File: src/rtl/bridge_pkg.sv
// bridge_pkg: APB FSM state encoding, peripheral slot map and address decode
package bridge_pkg;

    typedef enum logic [2:0] {
        ST_IDLE,
        ST_READ,
        ST_RENABLE,
        ST_WWAIT,
        ST_WRITE,
        ST_WRITEP,
        ST_WENABLE,
        ST_WENABLEP
    } state_e;

    localparam logic [31:0] SLOT0_BASE = 32'h8000_0000;
    localparam logic [31:0] SLOT1_BASE = 32'h8400_0000;
    localparam logic [31:0] SLOT2_BASE = 32'h8800_0000;
    localparam logic [31:0] SLOT_LIMIT = 32'h8C00_0000;

    // Half-open slot ranges; anything outside selects no peripheral.
    function automatic logic [2:0] decode_sel(input logic [31:0] addr);
        return (addr >= SLOT0_BASE && addr < SLOT1_BASE) ? 3'b001 :
               (addr >= SLOT1_BASE && addr < SLOT2_BASE) ? 3'b010 :
               (addr >= SLOT2_BASE && addr < SLOT_LIMIT) ? 3'b100 : 3'b000;
    endfunction

endpackage

File: src/rtl/apb_fsm_controller.sv
// apb_fsm_controller: sequences APB SETUP/ACCESS phases from the pipelined AHB beat
module apb_fsm_controller
    import bridge_pkg::*;
#(
    parameter int ADDR_W = 32
) (
    input  logic              hclk,
    input  logic              hreset,
    input  logic              valid,
    input  logic              hwrite,
    input  logic              hwrite_reg,
    input  logic [ADDR_W-1:0] haddr,
    input  logic [ADDR_W-1:0] haddr1,
    input  logic [ADDR_W-1:0] haddr2,
    input  logic [ADDR_W-1:0] hwdata,
    input  logic [ADDR_W-1:0] hwdata1,
    input  logic [ADDR_W-1:0] pr_data,
    output logic [2:0]        pselx,
    output logic              penable,
    output logic              pwrite,
    output logic [ADDR_W-1:0] paddr,
    output logic [ADDR_W-1:0] pwdata,
    output logic              hreadyout
);

    state_e state_q, state_d;
    state_e dispatch;
    logic   unused_rdata;

    assign unused_rdata = ^pr_data;
    assign dispatch = !valid ? ST_IDLE : hwrite ? ST_WWAIT : ST_READ;

    // Next state: IDLE and both ENABLE-exits reuse the dispatch decision.
    always_comb begin
        state_d = state_q;
        case (state_q)
            ST_IDLE, ST_RENABLE, ST_WENABLE: state_d = dispatch;
            ST_READ:     state_d = ST_RENABLE;
            ST_WWAIT:    state_d = valid ? ST_WRITEP : ST_WRITE;
            ST_WRITE:    state_d = valid ? ST_WENABLEP : ST_WENABLE;
            ST_WRITEP:   state_d = ST_WENABLEP;
            ST_WENABLEP: state_d = !hwrite_reg ? ST_READ : valid ? ST_WRITEP : ST_WRITE;
            default:     state_d = ST_IDLE;
        endcase
    end

    // State and APB outputs, loaded on entry to the next state.
    always_ff @(posedge hclk) begin
        if (hreset) begin
            state_q   <= ST_IDLE;
            pselx     <= 3'b000;
            penable   <= 1'b0;
            pwrite    <= 1'b0;
            paddr     <= '0;
            pwdata    <= '0;
            hreadyout <= 1'b1;
        end else begin
            state_q   <= state_d;
            hreadyout <= !(state_d == ST_READ || state_d == ST_WRITEP);
            case (state_d)
                ST_READ, ST_WRITE, ST_WRITEP: begin
                    penable <= 1'b0;
                    pwrite  <= state_d != ST_READ;
                    if (state_q == ST_WENABLEP) begin
                        paddr  <= haddr2;
                        pwdata <= hwdata1;
                        pselx  <= decode_sel(haddr2);
                    end else if (state_d == ST_READ) begin
                        paddr <= haddr;
                        pselx <= decode_sel(haddr);
                    end else begin
                        paddr  <= haddr1;
                        pwdata <= hwdata;
                        pselx  <= decode_sel(haddr1);
                    end
                end
                ST_RENABLE, ST_WENABLE, ST_WENABLEP: penable <= 1'b1;
                default: begin
                    pselx   <= 3'b000;
                    penable <= 1'b0;
                end
            endcase
        end
    end

endmodule
File: config.mk
export PLATFORM = sky130hd
export DESIGN_NAME = apb_fsm_controller
export DESIGN_NICKNAME = d
export VERILOG_FILES = /design/src/rtl/bridge_pkg.sv /design/src/rtl/apb_fsm_controller.sv
export SDC_FILE = /design/constraint.sdc
export NUM_CORES = 1
export LEC_CHECK = 0
export ABC_AREA = 0
export ABC_CLOCK_PERIOD_IN_PS = 1400
export BUFFER_PORTS_ARGS = -buffer_cell sky130_fd_sc_hd__clkbuf_2
export CORE_MARGIN = 1
export CORE_UTILIZATION = 37
export CTS_CLUSTER_DIAMETER = 60
export DETAILED_ROUTE_END_ITERATION = 10
export GPL_ROUTABILITY_DRIVEN = 0
export PLACE_DENSITY = 0.76
export SKIP_LAST_GASP = 1
export SYNTH_ARGS = -nofsm -noshare
export SYNTH_HDL_FRONTEND = slang
export SYNTH_SLANG_ARGS = --single-unit
File: constraint.sdc
create_clock -name hclk -period 1.4 [get_ports hclk]
set_input_delay 0.14 -clock hclk [delete_from_list [all_inputs] [get_ports hclk]]
set_output_delay 0.14 -clock hclk [all_outputs]
set_load 0.05 [all_outputs]
==> run_results.csv, run 1 <==
group,metric,value,unit
run_status,outcome,"finished, violations left",
run_status,violations,"setup timing",
place,dpl_cell_area,5190,sq um
route,drc,0,
final_layout,layout_commonest_cell,"clkbuf_2",
power_and_ir_drop,pwr-share-comb,28.1,%
run,maxCapViolCount,0,
clock_tree,cts_made_buffers,9,
clock_tree,root_buffer,"clkbuf_8",
timing,fin_worst_skew,0.0128,ns
floorplan,die_area,10600,sq um
min_path,min_path_cells,3,
worst_setup_path,startpoint_type,"flip-flop",
timing,setup_viol,35,
timing,tightest_slew,0.394,ns
worst_setup_path,crit_chain,"nand2b_4 -> a32o_2 -> buf_12 -> buf_16 -> mux2i_1 -> o221ai_2",
floorplan,ios,267,
final_layout,antenna_cells,0,
final_layout,seq_area,1470,sq um
route,ant_nets,0,
timing,period_share,115,%
global_routing,antenna_found_initial,0,
clock_tree,htreeDepth,3,
worst_setup_path,critPathMaxStageDelay,0.37,ns
timing,fin_ws,-0.212,ns
power_and_ir_drop,power_leakage,2.57,nW
clock_tree,cts_max_path_buffers,2,
worst_setup_path,crit_required,1.62,ns
worst_setup_path,cp_max_fo,8,
route,drt_iter0_drc,79,
final_layout,design_area,6140,sq um
timing,hold_viol_final,0,
final_layout,drive_gt1_share,55.0,%
timing,rsz0062_at_grt,"true",
synthesis,synth_area,3760,sq um
final_layout,syn_to_final_growth,63.3,%
clock_tree,clkSinkCount,73,
synthesis,synth_cell_types,38,
timing,relSlewSlack,73.8,%
timing,slew_viol_final,0,
place,portBuffers,234,
global_routing,grt_max_degree,66,
synthesis,synth_seq_area_share,38.9,%
power_and_ir_drop,irDropWorstVdd,0.000563,V
final_layout,layout.nets,848,
worst_setup_path,reg2regPathDepth,6,
worst_setup_path,criticalPathCategory,"reg2reg",
min_path,hold_start,"haddr2[15]",
floorplan,die_w,103,um
timing,min_period,1.61,ns
synthesis,yosysWarnings,0,
power_and_ir_drop,clkPwrFrac,32.5,%
synthesis,syn_inst,386,
floorplan,rows,36,
min_path,min_to,"paddr[15]",
worst_setup_path,worst_path_max_delay_cell,"dfxtp_2",
clock_tree,clock_latency,0.34,ns
floorplan,initial_core_util,38.3,%
synthesis,postSynthAreaPerCell,9.74,sq um
floorplan,die_h,103,um
power_and_ir_drop,p_sw_share,31.5,%
worst_setup_path,r2r_end,"paddr[28]",
final_layout,multi_input_area,2290,sq um
final_layout,final_cell_mix,"234 x clkbuf_2, 70 x dfxtp_1, 47 x mux2i_1, 35 x inv_1, 34 x nand2_1",
timing,clock.fmax,620,MHz
worst_setup_path,regToRegStartpoint,"state_q[1]",
route,dr.pass1.iters,4,
place,dp_hpwl,8330,um
place,place_inst,746,
power_and_ir_drop,cellPowerDensity,927,nW/um^2
min_path,hold_path.class,"in2reg",
route,wl,13200,um
synthesis,syn_nets,583,
worst_setup_path,r2r_setup_slack,-0.21,ns
route,num_vias,4031,
clock_tree,path_clk_slew,0.09,ns
final_layout,layout.cells.non_filler,788,
final_layout,fill_cells,797,
power_and_ir_drop,p_int,3.90,mW
route,wire_per_inst,16.8,um
power_and_ir_drop,pwr-share-seq,39.4,%
power_and_ir_drop,switchingPower,1.79,mW
worst_setup_path,cp_data_arrival_time,1.83,ns
global_routing,grt-ovfl-total,0,
global_routing,grt_use_total,21.0,%
global_routing,grt_pass1_wl,17200,um
global_routing,grt_pass1_vias,3690,
floorplan,core,9820,sq um
synthesis,ys_ff_latch,73,
clock_tree,cts_tree,"done",
route,via_per_inst,5.12,
worst_setup_path,cp-end-kind,"flip-flop",
==> worst max path at each step <==
stage	from	depth (start not counted)	end
after floorplan	state_q[1]	8	paddr[10]
after global placement	state_q[1]	5	pselx[1]
after detailed placement	state_q[1]	5	paddr[29]
after CTS	state_q[1]	6	paddr[26]
after global routing	state_q[1]	6	paddr[28]
final	state_q[1]	6	paddr[28]
==> cell type report <==
cell class | instances | area share [%]
multi-input cells | 247 | 37.2
well taps | 133 | 2.71
clock buffers | 10 | 2.24
repair buffers | 285 | 30.4
inverters | 35 | 2.14
flip-flops and latches | 73 | 23.9
clock inverters | 5 | 1.30
==> cell families (layout without fill, tap and decap cells) <==
family	Yosys count	count (layout)	synth area share (%)
flops	73	73	38.9
buf+inv	66	335	8.79
simple gates	97	97	12.1
compound gates	83	83	22.4
mux	67	67	17.8
==> registers in the layout, summed over array words and instances (netlist names) <==
signal     count
paddr         32
pwdata        32
pselx          3
state_q        3
hreadyout      1
penable        1
pwrite         1
==> stage by stage <==
stage / power (mW) / util (%) / hold WS [ns] / setup TNS (ns) / setup WS (ns)
2_1_floorplan: 3.12 / - / 0.252 / -4.49 / -0.148
3_3_place_gp: 3.55 / 52.9 / 0.344 / -2.45 / -0.105
3_5_place_dp: 3.58 / 52.9 / 0.347 / -4.45 / -0.175
4_1_cts: 5.57 / 58.8 / 0.000720 / -4.01 / -0.136
5_1_grt: 5.91 / 62.5 / 0.0109 / -6.26 / -0.247
6_report: 5.69 / 62.5 / 0.0189 / -4.56 / -0.212
==> metal layers <==
metal | vias to the layer above | routed length (um) | GRT usage (%) | part of all wire [%]
met3 | 28 | 967 | 4.47 | 7.3
met5 | - | 0 | 0 | 0
met2 | 198 | 7050 | 40.8 | 53
met1 | 1879 | 4870 | 22.5 | 37
met4 | 0 | 345 | 6.61 | 2.6
li1 | 1926 | - | - | -
==> power groups by stage <==
stage	Combinational, mW	Sequential, mW	Clock, mW
after detailed placement	1.29	2.29	0
after floorplan	0.477	2.64	0
after global placement	1.26	2.28	0
final	1.60	2.24	1.85
after CTS	1.43	2.24	1.89
after global routing	1.69	2.25	1.97
==> synth_stat cells <==
master / instances / share of area (%)
o21ai_0: 1 / 0.13
nand3b_1: 1 / 0.20
nand2_1: 35 / 3.5
buf_4: 1 / 0.20
inv_1: 35 / 3.5
mux2i_1: 67 / 18
dfxtp_1: 73 / 39
nor3_1: 2 / 0.27
o32ai_1: 1 / 0.23
nor2b_1: 2 / 0.33
a32o_1: 1 / 0.27
and2_4: 1 / 0.23
a32oi_1: 1 / 0.23
buf_6: 10 / 3.0
a211oi_1: 32 / 6.4
buf_1: 4 / 0.40
nor3b_1: 4 / 0.80
a21oi_1: 4 / 0.53
o21bai_1: 2 / 0.40
clkbuf_1: 13 / 1.3
o21a_1: 2 / 0.40
nand4_1: 1 / 0.17
a21oi_2: 1 / 0.23
or3_1: 1 / 0.17
nand3_1: 5 / 0.67
nand2b_1: 4 / 0.67
nand4b_1: 1 / 0.23
nor2_1: 35 / 3.5
o221ai_2: 29 / 12
or4b_1: 2 / 0.53
and2_1: 1 / 0.17
o21bai_2: 1 / 0.30
or3b_4: 1 / 0.30
o211ai_1: 1 / 0.20
buf_2: 3 / 0.40
o21ai_1: 1 / 0.13
nor3b_2: 1 / 0.33
o221ai_1: 6 / 1.4
==> critical path, delay by kind of cell (launching register included) <==
family,cells,cell delay (ns)
compound gates,2,0.40
buf+inv,2,0.30
mux,1,0.28
flops,1,0.37
simple gates,1,0.13
==> what timing repair did <==
| item | 4_1_cts | 5_1_grt |
|---|---|---|
| hold buffers | 12 | 0 |
| resized for setup | 22 | 39 |
| buffers inserted | 5 | 1 |
| pin swaps | 2 | 14 |
| endpoints found under the setup margin | 35 | 40 |
| gates cloned | 4 | 6 |
| endpoints found under the hold margin | 12 | 0 |
Note: power is estimated with default switching activity, not from simulation.
==> run 2: changes to the inputs <==
Settings changed: ABC_CLOCK_PERIOD_IN_PS 1400 to 2100, CORE_AREA set to 2 2 103 105, CORE_MARGIN 1 to unset, CORE_UTILIZATION 37 to unset, DIE_AREA set to 0 0 105 107, PLACE_DENSITY 0.76 to 0.74.
Clock period 1.4 ns to 2.1 ns, I/O delays scaled along.
==> run 2 against run 1 <==
- the run now ends clean
- worst hold slack better by 0.057 ns
- register-to-register slack better by 0.52 ns
- cell count is 5.1% lower
- wire length is 20% lower
==> run_results.csv, run 2 (synthesis results as in run 1) <==
group,metric,value,unit
global_routing,grt_pass1_vias,3613,
route,wl_met1,4140,um
clock_tree,root_buffer,"clkbuf_8",
final_layout,seq_area,1460,sq um
timing,rsz0062_at_grt,"false",
clock_tree,cts_resized,0,
power_and_ir_drop,design_power_total,3.38,mW
worst_setup_path,critPathBufInv,1,
timing,relSlewSlack,67.6,%
final_layout,layout_commonest_cell,"clkbuf_2",
worst_setup_path,crit_required,2.31,ns
timing,fin_ws,0.305,ns
power_and_ir_drop,power_leakage,2.22,nW
final_layout,layout.cells.non_filler,748,
worst_setup_path,startpoint_type,"flip-flop",
route,num_vias,3671,
clock_tree,cts_tree,"done",
timing,tns,0,ns
place,place_inst,732,
final_layout,top_regs,"paddr (32), pwdata (32)",
timing,fin_worst_skew,0.00610,ns
timing,setup_viol,0,
worst_setup_path,crit_chain,"nor2b_1 -> a32o_2 -> buf_12 -> mux2i_1 -> o221ai_2",
place,dp_hpwl,8220,um
clock_tree,post-cts-setup-buffer-count,0,
place,portBuffers,234,
global_routing,grt_max_degree,68,
floorplan,die_w,105,um
final_layout,layout.nets,804,
route,dr_wl_met3,1040,um
final_layout,antenna_cells,0,
timing,hold_viol_final,0,
floorplan,core,10100,sq um
route,drt_iter0_drc,106,
global_routing,grt_pass1_wl,16900,um
clock_tree,cts_made_buffers,9,
route,wl_met2,5280,um
route,dr.pass1.iters,4,
place,dp_slack,0.320,ns
global_routing,grt-ovfl-total,0,
power_and_ir_drop,irDropWorstVdd,0.000276,V
timing,tightest_slew,0.487,ns
route,drc,0,
min_path,hold_path.class,"in2reg",
run_status,outcome,"complete, no violations",
run,maxCapViolCount,0,
worst_setup_path,worst_path_max_delay_cell,"dfxtp_2",
clock_tree,cts_max_path_buffers,2,
worst_setup_path,cp_top_family,"flip-flops",
worst_setup_path,cp_data_arrival_time,2.01,ns
worst_setup_path,cp-end-kind,"flip-flop",
floorplan,die_area,11200,sq um
clock_tree,clock_latency,0.34,ns
route,wire_per_inst,14.1,um
route,ant_nets,0,
timing,clock.fmax,557,MHz
timing,min_period,1.80,ns
route,via_per_inst,4.91,
final_layout,multi_input_area,1980,sq um
worst_setup_path,cp_max_fo,35,
clock_tree,ctsHoldBuffers,0,
final_layout,fill_cells,969,
worst_setup_path,criticalPathCategory,"reg2reg",
global_routing,antenna_found_initial,0,
floorplan,die_h,107,um
final_layout,drive_gt1_share,47.9,%
final_layout,syn_to_final_growth,39.1,%
floorplan,ios,267,
floorplan,rows,37,
clock_tree,path_clk_slew,0.07,ns
final_layout,final_cell_mix,"234 x clkbuf_2, 72 x dfxtp_1, 67 x mux2i_1",
floorplan,initial_core_util,37.2,%
route,wl,10600,um
global_routing,grt_use_total,18.8,%
clock_tree,htreeDepth,3,
power_and_ir_drop,cellPowerDensity,647,nW/um^2
route,top_layer,"met4",
timing,period_share,85.5,%
final_layout,final_core_util,51.8,%
clock_tree,clkSinkCount,73,
worst_setup_path,critPathMaxStageDelay,0.46,ns
timing,slew_viol_final,0,
[run 2: cell types whose count changed in the layout (fill, tap and decap cells not counted), sizes merged]
cell         delta
bufinv          -2
dlygate4sd3    -12
clkinv          +1
buf            -26
clkinvlp        -2
clkbuf          -2
[run 2: per-stage QoR]
step           hold WS (ns)  cell area (sq um)
3_3_place_gp          0.415               5030
2_1_floorplan         0.322               3760
6_report             0.0758               5230
3_5_place_dp          0.419               5030
5_1_grt              0.0496               5230
4_1_cts              0.0508               5230
[run 2: worst register-to-register path, delay by kind of cell (launching register included)]
kind	cells	cell delay, ns
multiplexers	1	0.32
AO/OA/AOI/OAI	2	0.32
AND/OR/NAND/NOR	1	0.31
flip-flops	1	0.46
buffers and inverters	1	0.26
[run 2: area by class of cell]
type | count | area share [%]
Sequential cell | 73 | 28.0
Tap cell | 136 | 3.26
Timing Repair Buffer | 241 | 24.6
Clock buffer | 14 | 3.49
Multi-Input combinational cell | 247 | 38.0
Clock inverter | 2 | 0.191
Inverter | 35 | 2.51
[run 2: worst paths after layout]
path           endpoint  cells after the start  slack [ns]  startpoint
max            paddr[8]                      5        0.30  state_q[2]
min reg2reg  pwdata[20]                      2        0.50  pwdata[20]
min           paddr[22]                      3        0.08  haddr2[22]
max reg2reg    paddr[8]                      5        0.30  state_q[2]
[run 2: report_power, final]
part           total (mW)  internal (mW)  switching, mW
logic               0.819          0.306          0.514
clock network        1.06          0.556          0.507
registers            1.50           1.46         0.0444
[run 2: routing by layer]
metal / vias to the layer above / GRT usage (%)
met1: 1646 / 20.0
li1: 1837 / -
met5: - / 0
met2: 182 / 34.6
met3: 6 / 6.87
met4: 0 / 5.62
